**config.mk**
```make
export PLATFORM = sky130hd
export DESIGN_NAME = instruction_fetch_queue
export DESIGN_NICKNAME = d
export VERILOG_FILES = /design/src/rtl/instruction_fetch_queue_pkg.sv /design/src/rtl/instruction_fetch_queue_fifo_memory.sv /design/src/rtl/instruction_fetch_queue.sv
export SDC_FILE = /design/constraint.sdc
export NUM_CORES = 1
export LEC_CHECK = 0
export CAP_MARGIN = 20
export CORE_ASPECT_RATIO = 2
export CORE_MARGIN = 2
export CORE_UTILIZATION = 55
export CTS_BUF_LIST = sky130_fd_sc_hd__clkbuf_8
export CTS_CLUSTER_SIZE = 10
export DETAILED_ROUTE_END_ITERATION = 12
export PLACE_DENSITY_LB_ADDON = 0.2
export SLEW_MARGIN = 10
export SYNTH_ARGS = -nofsm -noshare
export SYNTH_HDL_FRONTEND = slang
export SYNTH_SLANG_ARGS = --single-unit
```
**constraint.sdc**
```tcl
create_clock -name CLK -period 4.05 [get_ports CLK]
set_input_delay 0.81 -clock CLK [delete_from_list [all_inputs] [get_ports CLK]]
set_output_delay 0.81 -clock CLK [all_outputs]
set_load 0.05 [all_outputs]
```
**src/rtl/instruction_fetch_queue_pkg.sv**
```systemverilog
// Shared pipeline constants used by the fetch/decode stages.
//   NOP_INSTRUCTION : canonical RISC-V NOP (addi x0,x0,0)
//   clog2()         : ceiling log2, usable in constant expressions
package instruction_fetch_queue_pkg;

  localparam logic [31:0] NOP_INSTRUCTION = 32'h00000013;

  function automatic int unsigned clog2(input int unsigned value);
    int unsigned result;
    int unsigned v;
    result = 0;
    v      = (value > 0) ? value - 1 : 0;
    while (v > 0) begin
      result = result + 1;
      v      = v >> 1;
    end
    return result;
  endfunction

endpackage

```
**src/rtl/instruction_fetch_queue_fifo_memory.sv**
```systemverilog
// Storage array for the instruction fetch queue.
//   clk     : write clock
//   wr_en   : write enable
//   wr_addr : write slot
//   wr_data : word written at rising edge when wr_en=1
//   rd_addr : read slot
//   rd_data : asynchronous read of the slot at rd_addr
// The array has no reset; occupancy tracking lives in the parent.
module fifo_memory #(
  parameter int unsigned WIDTH  = 64,
  parameter int unsigned DEPTH  = 4,
  parameter int unsigned ADDR_W = 2
) (
  input  logic              clk,
  input  logic              wr_en,
  input  logic [ADDR_W-1:0] wr_addr,
  input  logic [WIDTH-1:0]  wr_data,
  input  logic [ADDR_W-1:0] rd_addr,
  output logic [WIDTH-1:0]  rd_data
);

  logic [WIDTH-1:0] mem [DEPTH];

  always_ff @(posedge clk) begin
    if (wr_en) begin
      mem[wr_addr] <= wr_data;
    end
  end

  assign rd_data = mem[rd_addr];

endmodule

```
**src/rtl/instruction_fetch_queue.sv**
```systemverilog
// Decoupling FIFO between instruction fetch and decode.
//   CLK, RST_N          : clock, asynchronous active-low reset
//   FLUSH               : drop all entries at the next edge (beats push/pop)
//   IF_VALID/IF_READY   : fetch-side handshake; IF_PC/IF_INSTRUCTION payload
//   ID_VALID/ID_READY   : decode-side handshake; ID_PC/ID_INSTRUCTION payload
//                         (PC=0 and a NOP are presented while empty)
//   COUNT               : number of occupied entries
module instruction_fetch_queue
  import instruction_fetch_queue_pkg::*;
#(
  parameter int unsigned DATA_WIDTH    = 32,
  parameter int unsigned ADDRESS_WIDTH = 32,
  parameter int unsigned DEPTH         = 4
) (
  input  logic                     CLK,
  input  logic                     RST_N,
  input  logic                     FLUSH,
  input  logic                     IF_VALID,
  output logic                     IF_READY,
  input  logic [ADDRESS_WIDTH-1:0] IF_PC,
  input  logic [DATA_WIDTH-1:0]    IF_INSTRUCTION,
  output logic                     ID_VALID,
  input  logic                     ID_READY,
  output logic [ADDRESS_WIDTH-1:0] ID_PC,
  output logic [DATA_WIDTH-1:0]    ID_INSTRUCTION,
  output logic [clog2(DEPTH):0]    COUNT
);

  localparam int unsigned PTR_W   = clog2(DEPTH);
  localparam int unsigned CNT_W   = PTR_W + 1;
  localparam int unsigned ENTRY_W = ADDRESS_WIDTH + DATA_WIDTH;

  logic [PTR_W-1:0]   wp;
  logic [PTR_W-1:0]   rp;
  logic [CNT_W-1:0]   cnt;
  logic               push;
  logic               pop;
  logic [ENTRY_W-1:0] rd_entry;

  // Ready/valid come from registered occupancy only, so a full queue
  // refuses a push even in a cycle where it also pops.
  assign IF_READY = (cnt != CNT_W'(DEPTH));
  assign ID_VALID = (cnt != '0);

  assign push = IF_VALID & IF_READY & ~FLUSH;
  assign pop  = ID_VALID & ID_READY & ~FLUSH;

  always_ff @(posedge CLK or negedge RST_N) begin
    if (!RST_N) begin
      wp  <= '0;
      rp  <= '0;
      cnt <= '0;
    end else if (FLUSH) begin
      wp  <= '0;
      rp  <= '0;
      cnt <= '0;
    end else begin
      if (push) wp <= wp + 1'b1;
      if (pop)  rp <= rp + 1'b1;
      case ({push, pop})
        2'b10:   cnt <= cnt + 1'b1;
        2'b01:   cnt <= cnt - 1'b1;
        default: cnt <= cnt;
      endcase
    end
  end

  fifo_memory #(
    .WIDTH  (ENTRY_W),
    .DEPTH  (DEPTH),
    .ADDR_W (PTR_W)
  ) u_mem (
    .clk     (CLK),
    .wr_en   (push),
    .wr_addr (wp),
    .wr_data ({IF_PC, IF_INSTRUCTION}),
    .rd_addr (rp),
    .rd_data (rd_entry)
  );

  always_comb begin
    ID_PC          = '0;
    ID_INSTRUCTION = DATA_WIDTH'(NOP_INSTRUCTION);
    if (ID_VALID) begin
      ID_PC          = rd_entry[ENTRY_W-1 -: ADDRESS_WIDTH];
      ID_INSTRUCTION = rd_entry[DATA_WIDTH-1:0];
    end
  end

  assign COUNT = cnt;

endmodule

```
Word level (Yosys, flattened, before mapping)

Memories as Yosys holds them, arrays and structs flattened.
Cells that the tools add are included.

RAM bits: 256
Output and inout port bits: 69
Register bits after elaboration: 7
Memories kept: 1
Logic and storage cells: 30

Memories:

| name      | words | width | read ports | clocked after Yosys merged registers in | wr ports | RTL line                                  | source |
|---|---|---|---|---|---|---|---|
| u_mem.mem | 4     | 64    | 1          | 0                                       | 1        | instruction_fetch_queue_fifo_memory.sv:22 | `logic [WIDTH-1:0] mem [DEPTH];` |

Add/subtract/negate cells: 4
Reductions and logical operators: 4
Eq/ne operators: 3
Bitwise operators: 5
Multiplexer cells: 10

Operators by type and width:

| kind                                                                | count |
|---|---|
| 32-bit 2-to-1 mux                                                   | 2 |
| 2-bit 2-to-1 mux                                                    | 4 |
| 3-bit case mux with 2 select lines                                  | 1 |
| 3-bit nonzero test                                                  | 2 |
| 2-bit by 1-bit adder with 2-bit output (second input constant)      | 2 |
| 1-bit bitwise AND                                                   | 4 |
| 2-bit nonzero test                                                  | 2 |
| 3-bit by 1-bit adder with 3-bit output (second input constant)      | 1 |
| 3-bit 2-to-1 mux                                                    | 1 |
| 3-bit != test (second input constant)                               | 1 |
| 3-bit by 1-bit subtractor with 3-bit output (second input constant) | 1 |
| 2-bit by 1-bit == test with 1-bit output (second input constant)    | 1 |
| 2-bit == test (second input constant)                               | 1 |
| 1-bit 2-to-1 mux                                                    | 2 |
| 1-bit NOT                                                           | 1 |

Longest topological paths before layout

Gate-level depths: netlist of the first run.

Word-level depth: 6
Depth in mapped cells: 7

Hierarchy

From an unflattened synthesis of the first run, not the netlist that was laid out.

Cells, all modules: 466
Area, all modules: 10301.1 sq um

Modules (own cells, without submodules):

| module                  | seq. area each (sq um) | area each (sq um) | cells an instance | instances |
|---|---|---|---|---|
| fifo_memory             | 7687.4                 | 9341.5            | 338               | 1 |
| instruction_fetch_queue | 175.2                  | 959.7             | 128               | 1 |

Worst setup path before layout of the first run

OpenSTA, ideal clock, no wires.

Path type: input -> register
From: input FLUSH
To: memory u_mem.mem[0][0] (enable)
Slack: 744 ps
Cell stages on the path: 3
Required time: 3621 ps
Buffers on the path: 1
Library setup time: 429 ps
Arrival time: 2877 ps
Cells stage by stage: clkbuf_1 nor3_1 and2_1

Cells in the longest elaborated chain, start to end: 4

RTL lines:

| what                                   | RTL line                                  | source |
|---|---|---|
| start: declaration                     | instruction_fetch_queue.sv:17             | `input logic FLUSH,` |
| 1-bit NOT                              | instruction_fetch_queue.sv:45             | `assign push = IF_VALID & IF_READY & ~FLUSH;` |
| 1-bit bitwise AND                      | instruction_fetch_queue.sv:45             |  |
| 1-bit 2-to-1 mux                       | instruction_fetch_queue_fifo_memory.sv:25 | `if (wr_en) begin` |
| 1-bit 2-to-1 mux (implied by the code) | instruction_fetch_queue_fifo_memory.sv:26 | `mem[wr_addr] <= wr_data;` |
| end: declaration                       | instruction_fetch_queue_fifo_memory.sv:22 |  |

No other way between the ends.

Worst setup path in the final report of the first run

From: register rp[0]
To: output ID_PC[17]

Cells in the longest elaborated chain, start to end: 2

RTL lines:

| what                     | RTL line                      | source |
|---|---|---|
| start: declaration       | instruction_fetch_queue.sv:34 | `logic [PTR_W-1:0] rp;` |
| start signal: assignment | instruction_fetch_queue.sv:59 | `if (pop) rp <= rp + 1'b1;` |
| memory read 4 x 64 bit   | --                            |  |
| 32-bit 2-to-1 mux        | instruction_fetch_queue.sv:84 | `if (ID_VALID) begin` |
| end: declaration         | instruction_fetch_queue.sv:24 | `output logic [ADDRESS_WIDTH-1:0] ID_PC,` |

No other way between the ends.

==> results of run 1 <==
[through the flow]
step / hold WS (ns) / setup slack, ns
2_1_floorplan: 0.514 / 0.744
3_5_place_dp: 0.582 / 0.648
5_1_grt: 0.597 / 0.0731
4_1_cts: 0.571 / 0.138
6_report: 0.594 / 0.236
3_3_place_gp: 0.573 / 0.713
[how the worst max path moves through the flow]
stage	to	slack, ns	cells after the start
global route	ID_PC[17]	0.07	4
global placement	ID_INSTRUCTION[1]	0.71	4
CTS	ID_PC[17]	0.14	4
finish	ID_PC[17]	0.24	4
floorplan	u_mem.mem[0][0]	0.74	3
detailed placement	u_mem.mem[1][25]	0.65	5
[metal layers]
layer	vias to the layer above	wire (um)	global-route usage, %	part of all wire [%]
met5	-	0	0	0
met1	2580	7380	25.2	38
met3	34	981	3.16	5.0
li1	2224	-	-	-
met2	170	10800	35.7	55
met4	0	430	7.15	2.2
[sequential cells by signal, indices dropped and copies added, names as in the netlist]
name	count
COUNT	3
wp	2
rp	2
u_mem.mem	256
[final cells by class]
type	count	area (um^2)
Sequential cell	263	7870
Fill cell	1190	5750
Multi-Input combinational cell	174	2210
Timing Repair Buffer	150	1570
Clock buffer	37	509
Tap cell	216	270
Clock inverter	20	101
Inverter	6	22.5
Antenna cell	1	2.50
[kinds of logic (layout without fill, tap and decap cells)]
group,Yosys count,after routing,share of synthesized area (%)
fa+ha+maj,5,5,0.685
compound gates,16,16,1.13
mux,65,65,14.2
xor+xnor,3,3,0.257
other cells,0,1,0
simple gates,85,85,5.21
buf+inv,31,213,1.69
flops,263,263,76.8
[power groups by stage]
| stage | combinational (uW) | clock [uW] | sequential, uW |
|---|---|---|---|
| after floorplan | 1290 | 0 | 3190 |
| after global placement | 1880 | 0 | 3220 |
| after detailed placement | 1900 | 0 | 3230 |
| after CTS | 1900 | 1830 | 3170 |
| after global routing | 1970 | 1950 | 3180 |
| final | 1880 | 1780 | 3170 |
[Yosys cell counts, types with 3 or more instances]
cell type / count / area, um^2
and2_1: 65 / 407
buf_2: 9 / 45.0
edfxtp_1: 256 / 7690
buf_6: 5 / 56.3
dfrtp_1: 7 / 175
inv_1: 6 / 22.5
nor2_1: 5 / 18.8
or2_1: 3 / 18.8
mux4_2: 64 / 1440
ha_1: 4 / 50.1
a21oi_1: 3 / 15.0
clkbuf_1: 9 / 33.8
xor2_1: 3 / 26.3
==> flow_summary.toml, run 1 <==
[status]
outcome = "complete, no violations"

[clock_network]
clk_path_buf_depth = 3
cts_resized = 0
cts_sinks = 263
clk_latency_ns = 0.50
path_clk_slew_ns = 0.06
htreeDepth = 2
cts_made_buffers = 36
cts_tree = "done"
post-cts-setup-buffers = 0
postCtsHoldBufs = 0
root_buffer = "clkbuf_8"

[floorplan]
die_w_um = 100
core_um2 = 18300
rows = 70
initial_core_util_pct = 55.9
die_h_um = 197
die_area_um2 = 19800
ioPinCount = 138

[synthesis]
ys.flop_type = "edfxtp_1"
synthCells = 468
async_reset_ff_share_pct = 2.66
synth_edf_count = 256
ys_seq_area_share_pct = 76.8
syn_avg_cell_area_um2 = 21.9
ys_seq_elements = 263
yosysUniqueCellTypes = 35
synth_area_um2 = 10200
yosysWarnings = 0
syn_nets = 542

[run]
maxCapViolCount = 0

[critical_path]
path_max_fanout = 23
timing.rr.start = "COUNT[0]"
rr_worst_depth = 6
end_kind = "primary output"
cp.required_ns = 3.24
critical_path.cell_chain = "buf_4 > mux4_2 > and2_1 > clkdlybuf4s50_1"
cp-start-kind = "register"
setup.worst_path.class = "register to primary output"
r2r_end = "COUNT[1]"
regToRegSetupSlack_ns = 1.60
crit_buf_inv = 2
crit_arrival_ns = 3.00
path_delay_family = "buffers and inverters"
slowest_delay_ns = 0.76
startpoint = "rp[0]"
cp_slowest_cell = "dfrtp_4"

[final_layout]
drive_above_1_share_pct = 19.4
fin_util_pct = 68.6
final_nets = 705
postLayoutCellArea_um2 = 12600
final_cell_mix = "edfxtp_1 (256), clkdlybuf4s50_1 (137), mux4_2 (64), and2_1 (61), clkbuf_8 (37)"
layout_commonest_cell = "edfxtp_1"
area_growth_pct = 22.7
fin_cells = 867

[sta]
tns_ns = 0
setup_viol = 0
hold_viol = 0
max_freq_mhz = 262
final_max_slew_viol_count = 0
rsz0062_at_grt = "false"
worst_slew_pin_slew_ns = 0.552
min_period_ns = 3.81
fin_crit_sh_pct = 94.2
slew_headroom_pct = 62.9
fin_worst_skew_ns = 0.0193

[power_and_ir_drop]
p_sw_uw = 2080
combPwrFrac_pct = 27.5
clockPowerShare_pct = 26.1
p_int_uw = 4740
peakVddDrop_v = 0.000370
powerDensity_nw_per_um2 = 543
switching_share_pct = 30.5
pwr-share-seq_pct = 46.4
p_leak_uw = 0.00403
total_power_uw = 6820

[placed_design]
place_congestion = 0.723
placed_area_um2 = 11900
post-dp-hpwl_um = 12000
place_inst = 809
numPortBuffers = 137

[routing]
dr.pass1.iters = 4
drtIter0Drc = 249
vias_per_cell = 5.78
routed_wl_um = 19600
vias = 5008
ant_nets = 0
drc = 0
wl_per_cell_um = 22.6

[global_route]
antenna_found_initial = 1
grtUsageTotal_pct = 20.2
grt_pass1_vias = 5552
grt_max_degree = 63
grt_pass1_wl_um = 30100
grt_overflow = 0

[hold_path]
hp-class = "primary input to asynchronous set/reset pin"
(Power assumes the default switching activity.)
==> run 2, diff against run 1 <==
--- a/config.mk
+++ b/config.mk
@@ -7,3 +7,3 @@
 export LEC_CHECK = 0
-export CAP_MARGIN = 20
+export CAP_MARGIN = 15
 export CORE_ASPECT_RATIO = 2
@@ -19 +19,2 @@
 export SYNTH_SLANG_ARGS = --single-unit
+export TNS_END_PERCENT = 5
--- a/constraint.sdc
+++ b/constraint.sdc
@@ -3,2 +3,2 @@
 set_output_delay 0.81 -clock CLK [all_outputs]
-set_load 0.05 [all_outputs]
+set_load 0.02 [all_outputs]
==> run 2 against run 1 <==
Worst hold slack got worse by 0.00090 ns; final cell count increased by 0.46%; combinational power decreased by 24%; critical endpoint is now ID_INSTRUCTION[6]; largest power group unchanged.
==> flow_summary.toml, run 2 (synthesis results as in run 1) <==
[status]
outcome = "complete, no violations"

[placed_design]
placed_area_um2 = 11900
dp_worst_setup_slack_ns = 0.675
post-dp-hpwl_um = 12000
place_congestion = 0.745
numPortBuffers = 137

[clock_network]
cts_tree = "done"
postCtsHoldBufs = 0
root_buffer = "clkbuf_8"
cts_made_buffers = 35
clk_path_buf_depth = 3
cts_sinks = 263
path_clk_slew_ns = 0.06
cts_resized = 0
htreeDepth = 2
clk_latency_ns = 0.50
post-cts-setup-buffers = 0

[power_and_ir_drop]
switching_share_pct = 25.8
p_leak_uw = 0.00405
p_sw_uw = 1640
powerDensity_nw_per_um2 = 508
pwr-share-seq_pct = 49.7
clockPowerShare_pct = 28.1
p_int_uw = 4730
combPwrFrac_pct = 22.2
peakVddDrop_v = 0.000324

[routing]
ant_nets = 0
vias = 5012
dr.pass1.iters = 4
wl_per_cell_um = 22.1
drc = 0
drtIter0Drc = 233
vias_per_cell = 5.75
routed_wl_um = 19200

[final_layout]
final_cell_mix = "edfxtp_1 (256), clkdlybuf4s50_1 (137), mux4_2 (64), and2_1 (61), clkbuf_8 (37)"
postLayoutCellArea_um2 = 12500
area_growth_pct = 22.6
largest-register = "u_mem.mem"
final_nets = 705
largest_register_ffs = 256
drive_above_1_share_pct = 19.7
layout_commonest_cell = "edfxtp_1"

[global_route]
antenna_found_initial = 1
use_met2_pct = 34.1
grt_pass1_wl_um = 29500
grt_max_degree = 41
grt_overflow = 0
top_usage_layer = "met2"
grtUsageTotal_pct = 19.9
grt_use_met1_pct = 25.2
grt_pass1_vias = 5423
grtUsageMet3_pct = 3.23

[hold_path]
hp-class = "primary input to asynchronous set/reset pin"

[sta]
min_period_ns = 3.67
fin_crit_sh_pct = 90.6
setup_viol = 0
rsz0062_at_grt = "false"
slew_headroom_pct = 62.2
max_freq_mhz = 272
hold_viol = 0
final_max_slew_viol_count = 0
fin_ws_ns = 0.380
worst_slew_pin_slew_ns = 0.562
fin_worst_skew_ns = 0.0142
tns_ns = 0

[critical_path]
end_kind = "primary output"
crit_arrival_ns = 2.86
path_max_fanout = 24
cp-start-kind = "register"
cp.required_ns = 3.24
setup.worst_path.class = "register to primary output"

[floorplan]
die_area_um2 = 19800
core_um2 = 18300
initial_core_util_pct = 55.9
rows = 70
die_w_um = 100
die_h_um = 197
ioPinCount = 138

[run]
maxCapViolCount = 0
[run 2: changes by cell type in the layout (fill, tap and decap cells not counted)]
cell      delta
clkinv_2     +2
buf_4        +3
buf_12       -2
clkinv_1     -1
inv_1        +2
[run 2: path summary, 6_finish.rpt]
kind                                      to  depth (start not counted)  slack [ns]  startpoint
max                        ID_INSTRUCTION[6]                          4        0.38       rp[0]
min                                    wp[0]                          1        0.59       RST_N
max reg2reg                         COUNT[1]                          6        1.55    COUNT[0]
min reg2reg                            wp[1]                          2        0.61       wp[1]
max in group asynchronous              rp[1]                          1        3.14       RST_N
min in group CLK                       wp[1]                          2        0.61       wp[1]
[run 2: cell type report]
cell class | instances | area, um^2
multi-input cells | 174 | 2210
inverters | 6 | 22.5
clock inverters | 23 | 115
fillers | 1182 | 5760
clock buffers | 37 | 509
diodes | 1 | 2.50
flip-flops and latches | 263 | 7870
repair buffers | 151 | 1550
well taps | 216 | 270
[run 2: metrics by stage]
step           cells  utilization, %  hold slack (ns)  total power (uW)
6_report         871            68.5            0.593              6380
4_1_cts          870            68.5            0.573              6450
3_3_place_gp     810            65.1            0.590              4650
2_1_floorplan    468               -            0.514              4040
5_1_grt          871            68.5            0.592              6620
3_5_place_dp     810            65.1            0.591              4660
[run 2: power by group through the flow]
| stage | Clock (uW) | Sequential (uW) | Combinational, uW |
|---|---|---|---|
| final | 1790 | 3170 | 1420 |
| after global routing | 1930 | 3180 | 1510 |
| after CTS | 1840 | 3170 | 1440 |
| after detailed placement | 0 | 3230 | 1430 |
| after global placement | 0 | 3220 | 1420 |
| after floorplan | 0 | 3170 | 867 |
[run 2: per-layer routing]
metal / vias up / wire [um]
li1: 2229 / -
met1: 2590 / 7300
met2: 149 / 10500
met3: 44 / 858
met4: 0 / 605
met5: - / 0
[run 2: worst max-delay path: stages, from the launching register on]
cell and delay, ns:
dfrtp_4 0.73, buf_4 0.37, mux4_2 0.54, and2_1 0.18, clkdlybuf4s50_1 0.53
